===== config.mk =====
export PLATFORM = sky130hd
export DESIGN_NAME = midi_osc
export DESIGN_NICKNAME = d
export VERILOG_FILES = /design/src/rtl/midi_osc.sv
export SDC_FILE = /design/constraint.sdc
export NUM_CORES = 1
export LEC_CHECK = 0
export ABC_CLOCK_PERIOD_IN_PS = 5900
export CAP_MARGIN = 0
export CELL_PAD_IN_SITES_DETAIL_PLACEMENT = 0
export CELL_PAD_IN_SITES_GLOBAL_PLACEMENT = 1
export CORE_ASPECT_RATIO = 0.8
export CORE_MARGIN = 3
export CORE_UTILIZATION = 31
export CTS_CLUSTER_SIZE = 24
export DETAILED_ROUTE_END_ITERATION = 10
export MAX_ROUTING_LAYER = met4
export PLACE_DENSITY_LB_ADDON = 0.1
export REMOVE_ABC_BUFFERS = 1
export SYNTH_ARGS = -nofsm -noshare
export SYNTH_HDL_FRONTEND = slang
export SYNTH_SLANG_ARGS = --single-unit

===== constraint.sdc =====
create_clock -name clk -period 5.9 [get_ports clk]
set_input_delay 0.59 -clock clk [delete_from_list [all_inputs] [get_ports clk]]
set_output_delay 0.59 -clock clk [all_outputs]
set_load 0.01 [all_outputs]

===== src/rtl/midi_osc.sv =====
// Wavetable oscillator voice: phase accumulator -> waveform ROM address -> gain-scaled sample out.
// Latency: 2 cycles from accepted smpl_tick to out_valid (ROM address stage, then scaling stage).
// Backpressure: out_valid held until out_ready; a tick arriving while busy/blocked is dropped and flagged on overrun.
module midi_osc #(
    parameter int PHASE_W = 24,
    parameter int IDX_W   = 6,
    parameter int SMPL_W  = 16,
    parameter int VEL_W   = 7
) (
    input  logic               clk,
    input  logic               rst_n,
    input  logic               smpl_tick,
    input  logic               note_on,
    input  logic               note_off,
    input  logic [PHASE_W-1:0] note_inc,
    input  logic [VEL_W-1:0]   note_vel,
    output logic [IDX_W-1:0]   fnt_idx,
    input  logic [SMPL_W-1:0]  fnt_smpl,
    output logic [SMPL_W-1:0]  out_smpl,
    output logic               out_valid,
    input  logic               out_ready,
    output logic               active,
    output logic               overrun
);

    localparam logic [1:0] ST_IDLE = 2'd0;
    localparam logic [1:0] ST_PLAY = 2'd1;
    localparam logic [1:0] ST_REL  = 2'd2;

    // Product of a signed sample and a zero-extended 7-bit gain fits in SMPL_W+VEL_W signed bits.
    localparam int PROD_W = SMPL_W + VEL_W;

    logic [1:0]                state;
    logic [PHASE_W-1:0]        phase;
    logic [PHASE_W-1:0]        inc;
    logic [VEL_W-1:0]          gain;
    logic [VEL_W-1:0]          s1_gain;
    logic                      s1_vld;
    logic                      tick_acc;
    logic                      note_start;
    logic                      note_rel;
    logic signed [PROD_W-1:0]  smpl_ext;
    logic signed [PROD_W-1:0]  gain_ext;
    logic signed [PROD_W-1:0]  prod;

    // A tick is taken only when the scaling stage is empty and the output slot is free or draining now.
    assign tick_acc   = smpl_tick & ~s1_vld & ~(out_valid & ~out_ready);
    // Velocity zero on note_on is a release request; a real note_on always beats note_off.
    assign note_start = note_on & (note_vel != '0);
    assign note_rel   = note_off | (note_on & (note_vel == '0));
    assign active     = (state != ST_IDLE);

    assign smpl_ext = PROD_W'($signed(fnt_smpl));
    assign gain_ext = PROD_W'({1'b0, s1_gain});
    assign prod     = smpl_ext * gain_ext;

    // Voice control: phase advance and release decay on accepted ticks, note events applied last.
    always_ff @(posedge clk) begin
        if (!rst_n) begin
            state <= ST_IDLE;
            phase <= '0;
            inc   <= '0;
            gain  <= '0;
        end else begin
            if (tick_acc) begin
                if (state != ST_IDLE) begin
                    phase <= phase + inc;
                end
                if (state == ST_REL) begin
                    gain <= gain - VEL_W'(1);
                    if (gain == VEL_W'(1)) begin
                        state <= ST_IDLE;
                    end
                end
            end
            if (note_start) begin
                phase <= '0;
                inc   <= note_inc;
                gain  <= note_vel;
                state <= ST_PLAY;
            end else if (note_rel && (state == ST_PLAY)) begin
                state <= ST_REL;
            end
        end
    end

    // Address stage: present the pre-increment phase to the ROM and capture the gain that goes with it.
    always_ff @(posedge clk) begin
        if (!rst_n) begin
            fnt_idx <= '0;
            s1_gain <= '0;
            s1_vld  <= 1'b0;
            overrun <= 1'b0;
        end else begin
            overrun <= smpl_tick & ~tick_acc;
            s1_vld  <= tick_acc;
            if (tick_acc) begin
                fnt_idx <= phase[PHASE_W-1 -: IDX_W];
                s1_gain <= (state == ST_IDLE) ? '0 : gain;
            end
        end
    end

    // Scaling stage and output holding register; a new sample may replace one being accepted this edge.
    always_ff @(posedge clk) begin
        if (!rst_n) begin
            out_smpl  <= '0;
            out_valid <= 1'b0;
        end else if (s1_vld) begin
            out_smpl  <= SMPL_W'(prod >>> VEL_W);
            out_valid <= 1'b1;
        end else if (out_ready) begin
            out_valid <= 1'b0;
        end
    end

endmodule


# Word-level counts from Yosys, hierarchy flattened
# Cells that the tools add are included.
[op_classes] n_addsub=2 mul=1 n_eq_ne=3 n_mux=11 n_bitwise=12 reduce_logical=19
[op_table] op="$mux 7" count=4
[op_table] op="$add 24x24->24" count=1
[op_table] op="$mul 16x8->23" count=1
[op_table] op="$reduce_bool 2->1" count=7
[op_table] op="$reduce_bool 3->1" count=3
[op_table] op="$mux 2" count=4
[op_table] op="$eq 7x1->1 const B" count=1
[op_table] op="$logic_not 7->1" count=1
[op_table] op="$reduce_bool 7->1" count=1
[op_table] op="$sub 7x1->7 const B" count=1
[op_table] op="$and 1x1->1" count=6
[op_table] op="$reduce_and 3->1" count=2
[op_table] op="$not 1->1" count=5
[op_table] op="$reduce_and 2->1" count=2
[op_table] op="$mux 1" count=3
[op_table] op="$eq 2x1->1 const B" count=1
[op_table] op="$eq 2x2->1 const B" count=1
[op_table] op="$logic_not 2->1" count=1
[op_table] op="$reduce_or 2->1" count=1
[op_table] op="$logic_and 1x1->1" count=1
[op_table] op="$or 1x1->1" count=1
[totals] ff_bits=89 inputBits=53 out_inout_bits=25 elab_cells=59

# Depth between registers and ports, before layout
# Gate-level depths: netlist of run 1.
[logic_depth] ltp_word=7 ltp_mapped=19 mapped_depth_nobuf=18

# Worst setup path after synthesis of run 1
# OpenSTA, ideal clock, no wires.
[synth_timing] path_kind="register to register" start="register s1_gain[2]" end="register out_smpl[15]" setup_time_ns=0.135 t_arrival_ns=4.623 required_time_ns=5.765 slack_ns=1.142 path_stages_with_launch=18 n_path_buf=1 synth_period_minus_slack_ns=4.758 cell_sequence="dfxtp_1 > clkbuf_1 > nand2_1 > fa_1 > inv_1 > fa_1 > fa_1 > inv_1 > fa_1 > inv_1 > ha_1 > a21oi_1 > a21boi_0 > a31oi_1 > or2_2 > a221oi_1 > xnor2_1 > a21oi_1"
[synth_via] elab_chain_cells=1
[synth_rtl] item="start: declaration" line_no="37" source="logic [VEL_W-1:0] s1_gain;"
[synth_rtl] item="start signal: assignment" line_no="99" source="s1_gain <= (state == ST_IDLE) ? '0 : gain;"
[synth_rtl] item="$mul 16x8->23" line_no="55" source="assign prod = smpl_ext * gain_ext;"
[synth_rtl] item="end signal: assignment" line_no="110" source="out_smpl <= SMPL_W'(prod >>> VEL_W);"
[synth_rtl] item="end: declaration" line_no="19" source="output logic [SMPL_W-1:0] out_smpl,"
# Every way passes these cells.
# A chain may end at the register's enable or synchronous reset.

# Worst setup path in the final report of run 1
[layout_timing] start="input port fnt_smpl[4]" end="register out_smpl[13]"
[layout_via] elab_chain_cells=1
[layout_rtl] item="start: declaration" line_no="18" source="input logic [SMPL_W-1:0] fnt_smpl,"
[layout_rtl] item="$mul 16x8->23" line_no="55"
# Every way passes these cells.

==> results of run 1 <==
## synth_stat cells, types with 29 or more instances
library cell,n
nand2_1,149
inv_1,130
dfxtp_1,89
fa_1,84
and2_1,77
a21oi_1,76
ha_1,68
o21ai_0,36
nor2_1,35
nand3_1,30
clkbuf_1,29
## power by group through the flow
| stage | clock, mW | sequential, mW | combinational (mW) |
|---|---|---|---|
| 2_1_floorplan | 0 | 0.649 | 0.126 |
| 3_3_place_gp | 0 | 0.655 | 0.242 |
| 5_1_grt | 0.587 | 0.644 | 0.271 |
| 6_report | 0.547 | 0.641 | 0.239 |
| 4_1_cts | 0.572 | 0.642 | 0.244 |
| 3_5_place_dp | 0 | 0.655 | 0.241 |
## metrics by stage
step           hold WS, ps  cells  area [sq um]  utilization  worst slack [ps]
6_report               458   1428          9790        0.379               564
5_1_grt                479   1428          9790        0.379              6.07
4_1_cts                461   1428          9790        0.379               502
3_5_place_dp           449   1413          9520        0.368               238
3_3_place_gp           443   1413          9520        0.368               245
2_1_floorplan          436    968          8180            -              1260
## registers in the layout (all words and copies together), names as in the netlist
signal and flops:
fnt_idx 6, state 2, out_smpl 16, gain 7
s1_gain 7, inc 24, phase 24, out_valid 1
s1_vld 1, overrun 1
## path summary, 6_finish.rpt
kind              cells after the start  slack, ps                        end
hold / removal                        2        460     phase[15]$_SDFFE_PP0P_
setup reg to reg                     16        570  out_smpl[15]$_SDFFE_PN0P_
hold reg to reg                       2        460     phase[15]$_SDFFE_PP0P_
setup / recovery                     17        560  out_smpl[13]$_SDFFE_PN0P_
## final cells by class
| type | instances | area (sq um) | share of cell area |
|---|---|---|---|
| Inverter | 131 | 492 | 0.0502 |
| Tap cell | 351 | 439 | 0.0449 |
| Sequential cell | 89 | 1780 | 0.182 |
| Timing Repair Buffer | 94 | 898 | 0.0918 |
| Multi-Input combinational cell | 748 | 5910 | 0.603 |
| Clock buffer | 11 | 243 | 0.0248 |
| Clock inverter | 4 | 28.8 | 0.00294 |
## critical path, delay by kind of cell
| kind | cells | cell delay [ps] |
|---|---|---|
| adders and majority gates | 5 | 2210 |
| buffers and inverters | 4 | 820 |
| and+or+nand+nor | 2 | 240 |
| AOI/OAI and AO/OA | 6 | 1740 |
## cell usage in the layout, fill, tap and decap left out, drive strengths merged, types with 8 or more instances in the layout
master / instances
clkbuf: 11
nand2: 150
or3: 8
ha: 68
a211oi: 15
clkdlybuf4s50: 77
a21o: 11
xnor2: 18
a21oi: 76
buf: 17
nor2b: 8
and3: 10
o21ai: 36
inv: 132
nand3: 30
xor2: 18
and2: 77
a31oi: 8
nor2: 35
fa: 84
nand4: 11
nor3: 9
dfxtp: 89
## metal layers
layer / part of all wire / vias up / track usage
met4: 0.012 / 0 / 0.0334
met5: 0 / - / -
met1: 0.57 / 3177 / 0.275
met2: 0.38 / 86 / 0.220
li1: - / 3456 / -
met3: 0.033 / 16 / 0.0223
## kinds of logic (layout without fill, tap and decap cells)
kind of cell    count (synthesis)  after routing  synth area share
compound gates                191            191             0.142
xor+xnor                       36             36            0.0379
simple gates                  361            361             0.216
flops                          89             89             0.214
buf+inv                       167            240            0.0769
mux                             8              8           0.00977
fa+ha+maj                     152            152             0.304
==> results_dict.tcl, run 1 <==
set metrics [dict create \
    status "finished clean" \
    slew_violations 0 \
    clkLatencyLatePin_ps 350 \
    synthDistinctLibCells 58 \
    ys_ff_latch 89 \
    antenna_cells 0 \
    required_ps 6170 \
    grt_max_degree 53 \
    ys_async_sr_fraction 0 \
    cts_resized 0 \
    netlist_area_sq_um 8330 \
    synth_top_area_frac 0.214 \
    critical_path_class "in -> reg" \
    p_sw_mw 0.409 \
    finalCritPeriodShare 0.904 \
    track_usage 0.170 \
    die-area_sq_um 28900 \
    yosysTopAreaCell "dfxtp_1" \
    cts_htree_levels 3 \
    initial_core_util 0.322 \
    fillers 2748 \
    worst_setup_path_end_kind "register" \
    cp_max_fo 7 \
    synthToLayoutAreaGrowth_pct 17.6 \
    period_minus_slack_ps 5340 \
    grt_pass1_vias 6715 \
    setup_violations 0 \
    switching_share 0.287 \
    grt_first_pass_wirelength_mm 38.2 \
    io_pins 78 \
    pwr-share-comb 0.167 \
    peakVddDrop_mv 0.116 \
    first_pass_iters 4 \
    viasPerCell 4.72 \
    synth_edf_count 0 \
    cts_max_path_buffers 2 \
    drtAntennaViolNets 0 \
    row_count 52 \
    final_hold_viol_count 0 \
    crit_chain "clkdlybuf4s50_1 -> nand2_1 -> fa_1 -> fa_1 -> inv_1 -> fa_1 -> inv_1 -> fa_1 -> inv_1 -> ha_1 -> a2111oi_0 -> o21ai_0 -> a21oi_1 -> o21bai_1 -> a21oi_1 -> nand3_1 -> a41oi_1" \
    seqPwrFrac 0.449 \
    ys.warnings.count 0 \
    coreArea_sq_um 25800 \
    drt_iter0_markers 309 \
    critPathLaunch "fnt_smpl[4]" \
    wl_mm 23.2 \
    synth_area_leaders "dfxtp_1 21%, fa_1 20%, ha_1 10%" \
    hold_path.startpoint "phase[15]$_SDFFE_PP0P_" \
    cts_made_buffers 9 \
    vias 6735 \
    cap_violations 0 \
    cts_hold_buf 0 \
    max_stage_delay_ps 670 \
    route.detailed.drc 0 \
    cts_tree "done" \
    clkSlewWorstSetupHoldPaths_ps 60 \
    timing.slew.headroom 0.331 \
    power_frac_clock 0.383 \
    yosysSeqAreaShare 0.214 \
    max_freq_ghz 0.187 \
    die_y_um 153 \
    antenna_found_initial 0 \
    r2r-start "s1_gain[3]$_SDFFE_PN0P_" \
    p_leak_nw 4.42 \
    port_buffers 77 \
    cp_common_cell "fa_1" \
    finalSetupTns_ps 0 \
    die_w_um 189 \
    dp_hpwl_mm 18.2 \
    finalPower_mw 1.43 \
    root_buffer "clkbuf_16" \
    crit_slowest_cell "clkdlybuf4s50_1" \
    syn_inst 1004 \
    drive_gt1_frac 0.0418 \
    p_int_mw 1.02 \
    hp-class "reg -> reg" \
    ys_dominant_reg_cell "dfxtp_1" \
    post_drt_wl_per_cell_um 16.2 \
    nets 1278 \
    worstMarginPinSlew_ps 1000 \
    grt_overflow 0 \
    post-cts-setup-buffers 0 \
    start_kind "input pin" \
    fin_worst_skew_ps 8.29 \
    clock-sinks 89 \
    cellPowerDensity_nw_per_um2 146 \
    synth.avg_cell_area_sq_um 8.29 \
    critPathArrivalTime_ps 5600 \
    rsz0062_at_grt "false" \
    place_congestion 0.851 \
]
(Power assumes the default switching activity.)
==> run 2: changes to the inputs <==
- CELL_PAD_IN_SITES_DETAIL_PLACEMENT: 0 -> 1
- CTS_CLUSTER_SIZE: 24 -> not set
- SLEW_MARGIN: not set -> 10
==> results_dict.tcl, run 2 (same netlist as run 1, synthesis figures left out) <==
set metrics [dict create \
    reg.largest.list "inc (24), phase (24), out_smpl (16)" \
    post-cts-setup-buffers 0 \
    p_int_mw 1.06 \
    clkSlewWorstSetupHoldPaths_ps 70 \
    r2r-start "s1_gain[2]$_SDFFE_PN0P_" \
    cts_tree "done" \
    power_frac_clock 0.404 \
    layout_common_cells "149 x nand2_1, 130 x inv_1, 88 x dfxtp_1" \
    layout_commonest_cell "nand2_1" \
    min_to "fnt_idx[3]$_SDFFE_PN0P_" \
    first_pass_iters 4 \
    fin_worst_skew_ps 9.11 \
    final-instance-count-excl-fill 1428 \
    start_kind "register" \
    port_buffers 77 \
    antenna_cells 0 \
    finalSetupTns_ps 0 \
    post_drt_wl_per_cell_um 17.1 \
    cp_common_cell "fa_1" \
    pwr-share-comb 0.163 \
    grt_pass1_vias 7185 \
    peakVddDrop_mv 0.113 \
    worst_setup_path_end_kind "register" \
    pre_cts_ws_ps 255 \
    route.detailed.drc 0 \
    seqPwrFrac 0.433 \
    die-area_sq_um 28900 \
    cap_violations 0 \
    wl_mm 24.4 \
    root_buffer "clkbuf_16" \
    grt_overflow 0 \
    drt_iter0_markers 294 \
    cts_resized 0 \
    synthToLayoutAreaGrowth_pct 17.9 \
    nets 1278 \
    grt_first_pass_wirelength_mm 40.3 \
    grt_max_degree 53 \
    critPathArrivalTime_ps 5520 \
    cts_max_path_buffers 2 \
    io_pins 78 \
    hp-class "reg -> reg" \
    slew_violations 0 \
    required_ps 6110 \
    drive_gt1_frac 0.0427 \
    min_path_cells 2 \
    cts_made_buffers 9 \
    r2r-end "out_smpl[15]$_SDFFE_PN0P_" \
    r2r_setup_slack_ps 590 \
    critPathLaunch "s1_gain[2]$_SDFFE_PN0P_" \
    cts_hold_buf 0 \
    cellPowerDensity_nw_per_um2 151 \
    setup_violations 0 \
    clkLatencyLatePin_ps 360 \
    crit_slowest_cell "dfxtp_1" \
    dp.cells 1413 \
    layout_setup_ws_ps 592 \
    crit_chain "buf_4 -> nand2_1 -> fa_1 -> inv_1 -> fa_1 -> fa_1 -> inv_1 -> fa_1 -> inv_1 -> ha_1 -> a21o_1 -> a21boi_0 -> a31oi_1 -> or2_2 -> a221oi_1 -> xnor2_1 -> a21oi_1" \
    max_stage_delay_ps 750 \
    row_count 52 \
    track_usage 0.179 \
    initial_core_util 0.322 \
    critical_path_class "reg -> reg" \
    cts_htree_levels 3 \
    antenna_found_initial 0 \
    status "finished clean" \
    p_sw_mw 0.419 \
    final_hold_viol_count 0 \
    die_y_um 153 \
    hold_slack_ps 462 \
    cp_max_fo 12 \
    ff2ff_path_depth 17 \
    dp_hpwl_mm 19.3 \
    hold_path.startpoint "fnt_idx[3]$_SDFFE_PN0P_" \
    viasPerCell 4.83 \
    clock-sinks 89 \
    die_w_um 189 \
    drtAntennaViolNets 0 \
    vias 6895 \
    timing.slew.headroom 0.364 \
    max_freq_ghz 0.188 \
    period_minus_slack_ps 5310 \
    finalCritPeriodShare 0.900 \
    coreArea_sq_um 25800 \
    place_congestion 0.851 \
    worstMarginPinSlew_ps 954 \
    p_leak_nw 4.44 \
    switching_share 0.283 \
    rsz0062_at_grt "false" \
]
[run 2: cell types whose count changed in the layout (fill, tap and decap cells not counted), sizes merged]
cell,delta
clkinv,+1
clkinvlp,-2
bufinv,+1
[run 2: critical path: cells and delay by family (launching register included)]
family / cells / cell delay (ps)
fa+ha+maj: 5 / 2460
compound gates: 5 / 970
flops: 1 / 750
buf+inv: 4 / 430
simple gates: 2 / 380
xor+xnor: 1 / 160
[run 2: power groups by stage]
stage          Sequential [mW]  Clock [mW]  Combinational, mW
2_1_floorplan            0.649           0              0.126
5_1_grt                  0.644       0.640              0.273
4_1_cts                  0.642       0.619              0.245
3_5_place_dp             0.655           0              0.243
3_3_place_gp             0.655           0              0.242
6_report                 0.641       0.599              0.241
[run 2: layout make-up]
type	count	area, sq um
inverter	131	492
sequential	89	1780
multi-input combinational	748	5910
tap	351	439
fill	3077	16000
clock buffer	11	243
clock inverter	4	52.6
timing repair buffer	94	898
[run 2: per-stage QoR]
step                utilization  cell area (sq um)  power (mW)
finish                    0.380               9820        1.48
global route              0.380               9820        1.56
CTS                       0.380               9810        1.51
detailed placement        0.368               9520       0.898
global placement          0.368               9520       0.897
floorplan                     -               8180       0.775
[run 2: routing by layer]
layer / track usage / routed length [um] / up-vias
met3: 0.0251 / 691 / 13
met5: - / 0 / -
met2: 0.245 / 9680 / 83
li1: - / - / 3449
met4: 0.0250 / 153 / 0
met1: 0.282 / 13900 / 3350
[run 2: how the worst max path moves through the flow]
stage,endpoint,slack (ps)
CTS,out_smpl[13]$_SDFFE_PN0P_,480
global placement,out_smpl[15]$_SDFFE_PN0P_,250
global route,out_smpl[13]$_SDFFE_PN0P_,120
detailed placement,out_smpl[13]$_SDFFE_PN0P_,260
floorplan,out_smpl[15]$_SDFFE_PN0P_,1260
finish,out_smpl[15]$_SDFFE_PN0P_,590
==> run 3: changes to the inputs <==
- DONT_BUFFER_PORTS: not set -> 1
==> results_dict.tcl, run 3 (same netlist as run 1, synthesis figures left out) <==
set metrics [dict create \
    status "finished clean" \
    p_leak_nw 4.11 \
    coreArea_sq_um 25800 \
    initial_core_util 0.322 \
    cts_tree "done" \
    cellPowerDensity_nw_per_um2 159 \
    start_kind "register" \
    clock-sinks 89 \
    fillers 3129 \
    setup_violations 0 \
    dp.cells 1328 \
    clkSlewWorstSetupHoldPaths_ps 70 \
    route.detailed.drc 0 \
    die_w_um 189 \
    synthToLayoutAreaGrowth_pct 7.93 \
    root_buffer "clkbuf_16" \
    drtAntennaViolNets 0 \
    layout_common_cells "149 x nand2_1, 130 x inv_1, 89 x dfxtp_1" \
    min_to "inc[17]$_SDFFE_PN0P_" \
    port_buffers 0 \
    period_minus_slack_ps 5320 \
    critical_path_class "reg -> reg" \
    critPathArrivalTime_ps 5540 \
    dp_hpwl_mm 19.1 \
    min_path_cells 2 \
    clkLatencyLatePin_ps 360 \
    die-area_sq_um 28900 \
    hold_path.startpoint "note_inc[17]" \
    max_freq_ghz 0.188 \
    cts_resized 0 \
    layout_commonest_cell "nand2_1" \
    cts_htree_levels 3 \
    r2r-start "s1_gain[3]$_SDFFE_PN0P_" \
    ff2ff_path_depth 16 \
    r2r-end "out_smpl[12]$_SDFFE_PN0P_" \
    viasPerCell 4.98 \
    layout_setup_ws_ps 584 \
    final_hold_viol_count 0 \
    first_pass_iters 5 \
    cts_made_buffers 9 \
    drt_iter0_markers 309 \
    cp_max_fo 17 \
    place_congestion 0.801 \
    die_y_um 153 \
    drive_gt1_frac 0.0383 \
    io_pins 78 \
    grt_overflow 0 \
    grt_pass1_vias 7037 \
    hp-class "in -> reg" \
    grt_first_pass_wirelength_mm 40.7 \
    peakVddDrop_mv 0.104 \
    cts_max_path_buffers 2 \
    wl_mm 24.6 \
    slew_violations 0 \
    required_ps 6130 \
    finalCritPeriodShare 0.901 \
    post_drt_wl_per_cell_um 18.3 \
    cap_violations 0 \
    post-cts-setup-buffers 0 \
    rsz0062_at_grt "false" \
    final-instance-count-excl-fill 1345 \
    worstMarginPinSlew_ps 947 \
    nets 1193 \
    finalSetupTns_ps 0 \
    pre_cts_ws_ps 600 \
    worst_setup_path_end_kind "register" \
    fin_worst_skew_ps 5.31 \
    antenna_found_initial 1 \
    vias 6700 \
    timing.slew.headroom 0.368 \
    r2r_setup_slack_ps 580 \
    track_usage 0.182 \
    reg.largest.list "inc (24), phase (24), out_smpl (16)" \
    cts_hold_buf 0 \
    row_count 52 \
    grt_max_degree 53 \
]
==> run 3: area by class of cell <==
| class | instances | area, sq um | share of cell area |
|---|---|---|---|
| antenna | 1 | 2.50 | 0.000278 |
| clock buffer | 10 | 229 | 0.0255 |
| clock inverter | 6 | 68.8 | 0.00766 |
| inverter | 131 | 492 | 0.0547 |
| multi-input combinational | 748 | 5910 | 0.657 |
| sequential | 89 | 1780 | 0.198 |
| tap | 351 | 439 | 0.0489 |
| timing repair buffer | 9 | 67.6 | 0.00752 |
==> run 3: metal layers <==
metal,up-vias,track usage,part of all wire
met1,3304,0.288,0.56
met2,89,0.243,0.39
met5,-,-,0
li1,3290,-,-
met4,0,0.0260,0.0080
met3,17,0.0313,0.039
==> run 3: worst max-delay path, stage by stage, from the launching register on <==
cell and delay, ps:
dfxtp_1 790, nand2_1 170, fa_1 520, fa_1 540, inv_1 50, fa_1 480
inv_1 50, fa_1 470, inv_1 40, ha_1 190, a2111oi_0 530, o21ai_0 250
a21oi_1 280, o21bai_1 250, o211ai_1 250, nor3b_1 220, o31ai_1 100
==> run 3: where the power goes <==
group | internal (mW) | switching (mW)
sequential | 0.620 | 0.0247
combinational | 0.0618 | 0.114
clock | 0.331 | 0.274
total | 1.01 | 0.413
==> run 3: how the worst max path moves through the flow <==
stage                             from                         to  slack (ps)  cells after the start
6_report       s1_gain[3]$_SDFFE_PN0P_  out_smpl[12]$_SDFFE_PN0P_         580                     16
5_1_grt        s1_gain[3]$_SDFFE_PN0P_  out_smpl[12]$_SDFFE_PN0P_          60                     16
4_1_cts        s1_gain[3]$_SDFFE_PN0P_  out_smpl[12]$_SDFFE_PN0P_         570                     16
3_5_place_dp   s1_gain[3]$_SDFFE_PN0P_  out_smpl[12]$_SDFFE_PN0P_         600                     16
3_3_place_gp   s1_gain[2]$_SDFFE_PN0P_  out_smpl[15]$_SDFFE_PN0P_         620                     16
2_1_floorplan             fnt_smpl[15]  out_smpl[15]$_SDFFE_PN0P_        1260                     16
==> run 3: through the flow <==
step	hold slack [ps]	util	instance area [sq um]	total power, mW
floorplan	436	-	8180	0.775
global placement	448	0.336	8690	0.838
detailed placement	458	0.336	8690	0.837
CTS	346	0.348	8980	1.46
global route	355	0.348	8990	1.51
finish	362	0.348	8990	1.43
